<file path="src/rtl/sigmoid_dense_latency_layer_packed_small.sv">
// rtl/sigmoid_dense_latency_layer_packed_small.sv - pipelined fixed-point dense layer with packed multiplies

// Three signed multiplies sharing one operand, computed as a single wide product.
module macc_small #(
    parameter int WIDTH = 5
) (
    input  logic                      clk,
    input  logic                      reset,
    input  logic signed [WIDTH-1:0]   a_i,
    input  logic signed [WIDTH-1:0]   w0_i,
    input  logic signed [WIDTH-1:0]   w1_i,
    input  logic signed [WIDTH-1:0]   w2_i,
    output logic signed [2*WIDTH-1:0] p0_o,
    output logic signed [2*WIDTH-1:0] p1_o,
    output logic signed [2*WIDTH-1:0] p2_o
);
    // Each field is wide enough to hold a full signed product without overlap.
    localparam int S  = 2 * WIDTH;
    localparam int PW = 3 * S;
    localparam int RW = PW + WIDTH;

    logic signed [PW-1:0] w0_x, w1_x, w2_x, w_pack;
    logic signed [RW-1:0] a_x, wp_x, prod_d, prod_q;
    logic signed [RW-1:0] sh1, r1, sh2, r2;

    // Pack the three weights as w0 + w1*2^S + w2*2^2S and form one signed product.
    always_comb begin
        w0_x   = w0_i;
        w1_x   = w1_i;
        w2_x   = w2_i;
        w_pack = w0_x + (w1_x <<< S) + (w2_x <<< (2 * S));
        a_x    = a_i;
        wp_x   = w_pack;
        prod_d = a_x * wp_x;
    end

    // Product register (first pipeline stage).
    always_ff @(posedge clk) begin
        if (reset) prod_q <= '0;
        else       prod_q <= prod_d;
    end

    // Unpack: a negative lower field borrows one from the field above, so add its sign back.
    always_comb begin
        sh1  = prod_q >>> S;
        r1   = sh1 + {{(RW-1){1'b0}}, prod_q[S-1]};
        sh2  = r1 >>> S;
        r2   = sh2 + {{(RW-1){1'b0}}, r1[S-1]};
        p0_o = prod_q[S-1:0];
        p1_o = r1[S-1:0];
        p2_o = r2[S-1:0];
    end
endmodule

// out[j] = bias[j] + sum_i(in[i] * w[i][j]), latency 3 + ceil(log2(INPUT_SIZE)).
module sigmoid_dense_latency_layer_packed_small #(
    parameter int WIDTH       = 5,
    parameter int NFRAC       = 3,
    parameter int INPUT_SIZE  = 32,
    parameter int OUTPUT_SIZE = 1
) (
    input  logic                    clk,
    input  logic                    reset,
    input  logic signed [WIDTH-1:0] input_data  [0:INPUT_SIZE-1],
    input  logic signed [WIDTH-1:0] weights     [0:INPUT_SIZE*OUTPUT_SIZE-1],
    input  logic signed [WIDTH-1:0] biases      [0:OUTPUT_SIZE-1],
    output logic signed [WIDTH-1:0] output_data [0:OUTPUT_SIZE-1]
);
    localparam int NLEV = $clog2(INPUT_SIZE);
    localparam int NGRP = (OUTPUT_SIZE + 2) / 3;
    localparam int PW   = 2 * WIDTH;

    // Truncated products per column/row, then tree levels; level 0 is the capture register.
    logic [WIDTH-1:0] prod_w [0:OUTPUT_SIZE-1][0:INPUT_SIZE-1];
    logic [WIDTH-1:0] tree_q [0:NLEV][0:OUTPUT_SIZE-1][0:INPUT_SIZE-1];

    for (genvar gi = 0; gi < INPUT_SIZE; gi++) begin : g_row
        for (genvar gg = 0; gg < NGRP; gg++) begin : g_grp
            logic signed [WIDTH-1:0] w_slot [0:2];
            logic signed [PW-1:0]    p_slot [0:2];

            for (genvar gs = 0; gs < 3; gs++) begin : g_slot
                if (gg * 3 + gs < OUTPUT_SIZE) begin : g_used
                    assign w_slot[gs] = weights[gi * OUTPUT_SIZE + gg * 3 + gs];
                    // Keep bits [WIDTH+NFRAC-1:NFRAC]: floor toward -inf, wrap on overflow.
                    assign prod_w[gg * 3 + gs][gi] = p_slot[gs][WIDTH+NFRAC-1:NFRAC];
                end else begin : g_pad
                    assign w_slot[gs] = '0;
                end
            end

            macc_small #(.WIDTH(WIDTH)) u_macc (
                .clk   (clk),
                .reset (reset),
                .a_i   (input_data[gi]),
                .w0_i  (w_slot[0]),
                .w1_i  (w_slot[1]),
                .w2_i  (w_slot[2]),
                .p0_o  (p_slot[0]),
                .p1_o  (p_slot[1]),
                .p2_o  (p_slot[2])
            );
        end
    end

    // Product capture plus one register per adder-tree level; odd leftovers pass through.
    always_ff @(posedge clk) begin
        if (reset) begin
            for (int l = 0; l <= NLEV; l++)
                for (int j = 0; j < OUTPUT_SIZE; j++)
                    for (int k = 0; k < INPUT_SIZE; k++)
                        tree_q[l][j][k] <= '0;
        end else begin
            for (int j = 0; j < OUTPUT_SIZE; j++)
                for (int i = 0; i < INPUT_SIZE; i++)
                    tree_q[0][j][i] <= prod_w[j][i];
            for (int l = 1; l <= NLEV; l++) begin
                for (int j = 0; j < OUTPUT_SIZE; j++) begin
                    for (int k = 0; k < INPUT_SIZE; k++)
                        tree_q[l][j][k] <= '0;
                    for (int k = 0; k < INPUT_SIZE / 2; k++)
                        if (2 * k + 1 < ((INPUT_SIZE - 1) >> (l - 1)) + 1)
                            tree_q[l][j][k] <= tree_q[l-1][j][2*k] + tree_q[l-1][j][2*k+1];
                    for (int k = 0; k < (INPUT_SIZE + 1) / 2; k++)
                        if (2 * k + 1 == ((INPUT_SIZE - 1) >> (l - 1)) + 1)
                            tree_q[l][j][k] <= tree_q[l-1][j][2*k];
                end
            end
        end
    end

    // Bias add into the output register.
    always_ff @(posedge clk) begin
        if (reset) begin
            for (int j = 0; j < OUTPUT_SIZE; j++) output_data[j] <= '0;
        end else begin
            for (int j = 0; j < OUTPUT_SIZE; j++)
                output_data[j] <= tree_q[NLEV][j][0] + biases[j];
        end
    end
endmodule

</file>
<file path="config.mk">
export PLATFORM = sky130hd
export DESIGN_NAME = sigmoid_dense_latency_layer_packed_small
export DESIGN_NICKNAME = d
export VERILOG_FILES = /design/src/rtl/sigmoid_dense_latency_layer_packed_small.sv
export SDC_FILE = /design/constraint.sdc
export NUM_CORES = 2
export LEC_CHECK = 0
export CORE_MARGIN = 5
export CORE_UTILIZATION = 55
export DETAILED_ROUTE_END_ITERATION = 12
export PLACE_DENSITY = 0.85
export SYNTH_ARGS = -nofsm -noshare
export SYNTH_HDL_FRONTEND = slang
export SYNTH_SLANG_ARGS = --single-unit
</file>
<file path="constraint.sdc">
create_clock -name clk -period 4.6 [get_ports clk]
set_input_delay 1.15 -clock clk [delete_from_list [all_inputs] [get_ports clk]]
set_output_delay 1.15 -clock clk [all_outputs]
set_load 0.1 [all_outputs]
</file>
# [Word level (Yosys, flattened, before mapping)]
# Memory sizes are Yosys's and may differ from the RTL's.
# Cells that the tools add are included.
[totals] regBits=261 ram_bits=960 inputBits=327 out_inout_bits=5 elab_cells=547 memories=1
[classes] add_sub_neg=32 n_mul=32 n_mux=226 n_bitwise=223
[memory_table] name="tree_q" words=6 word_bits=160 rd=6 rd_clocked_by_memory_dff=0 write_ports=6 line="75" source="logic [WIDTH-1:0] tree_q [0:NLEV][0:OUTPUT_SIZE-1][0:INPUT_SIZE-1];"
[op_table] op="two-way mux 5 bit" count=223
[op_table] op="multiplier 5 x 5 -> 8 bit" count=32
[op_table] op="bitwise OR 1 bit" count=223
[op_table] op="adder 5 bit" count=32
[op_table] op="two-way mux 1 bit" count=3

# [Depth between registers and ports, before layout]
[depth] word_depth=4 mapped_depth=14 mapped_depth_nobuf=14

# [Hierarchy]
# From an unflattened synthesis, not the netlist that was laid out.
[unflattened] cells_unflattened=24594 area_unflattened_um2=211844.4
[modules_own_cells] module="macc_small (g_row[0].g_grp[0].u_macc ...)" n_inst=20 cells_each=733 area_each_um2=6244.7 seq_area_each_um2=600.6
[modules_own_cells] module="macc_small (g_row[30].g_grp[0].u_macc ...)" n_inst=8 cells_each=719 area_each_um2=6095.8 seq_area_each_um2=600.6
[modules_own_cells] module="sigmoid_dense_latency_layer_packed_small" n_inst=1 cells_each=1272 area_each_um2=13416.6 seq_area_each_um2=6406.1
[modules_own_cells] module="macc_small (g_row[2].g_grp[0].u_macc)" n_inst=1 cells_each=734 area_each_um2=6213.5 seq_area_each_um2=600.6
[modules_own_cells] module="macc_small (g_row[9].g_grp[0].u_macc)" n_inst=1 cells_each=727 area_each_um2=6206.0 seq_area_each_um2=600.6
[modules_own_cells] module="macc_small (g_row[29].g_grp[0].u_macc)" n_inst=1 cells_each=732 area_each_um2=6202.2 seq_area_each_um2=600.6
[modules_own_cells] module="macc_small (g_row[16].g_grp[0].u_macc)" n_inst=1 cells_each=717 area_each_um2=6144.6 seq_area_each_um2=600.6

# [Worst setup path before layout]
# Ideal clock, no wire load.
[synth_timing] kind="in2reg" from="input weights[154] in the netlist's numbering" to="register g_row[1].g_grp[0].u_macc.prod_q[7]" setup_time_ns=0.065 t_arrival_ns=4.208 required_ns=4.535 setup_slack_ns=0.327 path_stages=12 path_buffers=0 path_cell_list="or2b_1 > fa_1 > fa_1 > inv_1 > fa_1 > inv_1 > fa_1 > nor2b_1 > o21ai_0 > nand2b_1 > xnor3_1 > nor2_1"
[synth_between] elab_chain_cells=1
[synth_rtl] element="start: declaration" line="65" source="input logic signed [WIDTH-1:0] weights [0:INPUT_SIZE*OUTPUT_SIZE-1],"
[synth_rtl] element="multiplier 5 x 5 -> 8 bit" line="34" source="prod_d = a_x * wp_x;"
[synth_rtl] element="end signal: assignment" line="40" source="else prod_q <= prod_d;"
[synth_rtl] element="end: declaration" line="23" source="logic signed [RW-1:0] a_x, wp_x, prod_d, prod_q;"
# No other way between the ends.
# A chain may end at the register's enable or synchronous reset.

# [Final worst setup path]
# Ends and elaborated chain as after synthesis.

==> metrics.txt <==
post-CTS setup buffer count=0; Starting Density=55.7%; area occupied by multi-input gates=25900 um2; CP top delay family=adder cells; flop and latch count out of synthesis=480; max-cap violations=0; Die X-Extent=274 um; R2R Path Start=tree_q[0][40]; Tmin final=4.34 ns; Core Area=68900 um2; gr ovfl total=0; area leader, netlist=dfxtp_1; Tightest Pin Transition=0.973 ns; Post-Syn Instances=4005; WP data arrival=4.86 ns; initial antenna violation count=5; status=complete, no violations; pre-CTS setup slack=-0.347 ns; cell breakdown of the critical path=clkdlybuf4s50_1 -> or2b_1 -> fa_1 -> fa_1 -> inv_1 -> fa_1 -> inv_1 -> fa_1 -> nor2b_1 -> o21ai_0 -> nand2b_1 -> xnor3_1 -> nor2_1; worst hold slack=0.425 ns; unrepaired setup endpoints after global routing=false; Worst path slowest cell=fa_1; Cell Rows=96; post-route insts no fill=5586; post-layout util=67.5%; vias per std cell=4.77; vias in the first global route=28909; number of synthesized flops with an enable pin=0; fin crit share=94.4%; hold_buf cts=0; worst skew pair latency=0.60 ns; critical path peak fanout=2; Unique masters post-synth=24; H-tree Lvls=2; first-pass GRT wire length=129000 um; pin count of the biggest net entering global routing=119; clock root buffer=clkbuf_16; Yosys top cell area share=25.0%; P_leak=22.6 nW; IO Count=332; final setup fails=0; critical path's most frequent cell=fa_1; element type at the critical path end=register; HP Class=register to register; die area=75200 um2; total wire length=75200 um; final hold viol count=0; synth warn=0; post_cts resized=0; most numerous cell in the Yosys netlist=inv_1; CTS tree=built; Initial DRT Pass Iterations=4; final instance area=46500 um2; clock skew=0.0376 ns; CP startpoint kind=input port; predominant post-synthesis flop cell=dfxtp_1; Area growth, synth to finish=21.2%; layout net count=5802; initial detailed-routing violation count=794; crit path buf inv count=3; CP required=5.12 ns; Routed Antenna Nets=0; die height=274 um; PortBufs=331; CTS sink count=480; DP Area=44800 um2; Clock Pin Slew Worst Setup and Hold Paths=0.07 ns; Filler Cell Count=5181; Synth Cell Area=38400 um2; total power=17.4 mW; HPWL after DPL=63100 um; worst setup margin=0.257 ns; Max Transition Viols Final=0; Max Fclk=230 MHz; Setup crit start=weights[154]; Setup CP Type=input port to register; PwrDens=373 nW/um2; Longest Clk Path Bufs=3; final setup TNS=0 ns; async set or reset register ratio after synthesis=0%; Seq/Total Area, Yosys=25.0%; post-placement cell count=5493; wire per inst=13.5 um; slowest stage delay, CP=0.56 ns; Storage cell area=9610 um2; Syn Area/Cell=9.59 um2; DRC=0; leading cell types by count after synthesis=inv_1 (723), dfxtp_1 (480), ha_1 (448), fa_1 (416), and2_1 (318); synth top area cells=dfxtp_1 (25%), fa_1 (22%), ha_1 (15%), inv_1 (7.1%), xnor2_1 (6.6%); global placer's final weighted congestion=0.892; syn nets=5196; GRT Util Overall=20.5%; Worst Min Path Start=g_row[4].g_grp[0].u_macc.prod_q[5]; worst rel slew slack=34.9%; vias=26668; layout cells sized above 1=7.94%; peak supply drop=0.325 mV; CTS Buf Count=47
==> cells in the final DEF (no fill, tap or decap), drive strengths merged <==
| cell | n |
|---|---|
| nor2b | 280 |
| xnor2 | 290 |
| o21ai | 7 |
| fa | 416 |
| and2 | 322 |
| a21o | 121 |
| inv | 727 |
| a21oi | 121 |
| buf | 280 |
| clkdlybuf4s50 | 330 |
| bufinv | 5 |
| nor3 | 7 |
| xnor3 | 10 |
| nand2 | 222 |
| or2b | 18 |
| nand2b | 79 |
| xor2 | 131 |
| clkinvlp | 4 |
| nor2 | 245 |
| dfxtp | 480 |
| diode | 6 |
| ha | 448 |
| clkinv | 9 |
| and4 | 32 |
| clkbuf | 65 |
==> layer usage <==
metal | track usage, % | share of wire, % | up-vias | wire length (um)
met5 | 0 | 0 | - | 0
met4 | 6.19 | 3.1 | 0 | 2330
met3 | 2.43 | 3.0 | 132 | 2280
met2 | 38.5 | 53 | 350 | 39700
met1 | 24.5 | 41 | 12834 | 30900
li1 | - | - | 13352 | -
==> state kept, by name, indices dropped and copies added, names as in the netlist <==
name                       count
g_row.g_grp.u_macc.prod_q    160
output_data                    5
tree_q                       315
==> worst reg2reg max path: stages, from the launching register on <==
cell and delay, ns:
dfxtp_1 0.35, ha_1 0.17, inv_1 0.06, fa_1 0.40
inv_1 0.08, a21o_1 0.10, a21oi_1 0.07, xnor2_1 0.34
nor2_1 0.09
==> final cells by class <==
cell class | instances | area share (%)
multi-input cells | 2749 | 55.6
flip-flops and latches | 480 | 20.6
clock buffers | 65 | 2.97
diodes | 6 | 0.0323
repair buffers | 610 | 11.7
well taps | 931 | 2.50
inverters | 723 | 5.83
clock inverters | 22 | 0.715
==> power by group <==
group	switching, mW	total (mW)	internal [mW]
Sequential	0.468	5.82	5.35
Clock	1.70	4.13	2.42
Combinational	3.61	7.40	3.79
==> worst paths after layout <==
check        slack (ns)                                  to  depth (start not counted)
max                0.26  g_row[1].g_grp[0].u_macc.prod_q[7]                         13
min reg2reg        0.43                      tree_q[0][137]                          1
max reg2reg        2.85                      tree_q[1][104]                          8
min                0.43                      tree_q[0][137]                          1
==> kinds of logic (layout without fill, tap and decap cells) <==
kind of cell | Yosys count | count (layout) | share of synthesized area (%)
flops | 480 | 480 | 25.0
buf+inv | 776 | 1420 | 7.63
simple gates | 1205 | 1205 | 16.8
fa+ha+maj | 864 | 864 | 36.3
other cells | 0 | 6 | 0
compound gates | 249 | 249 | 4.05
xor+xnor | 431 | 431 | 10.2
(Power assumes the default switching activity.)
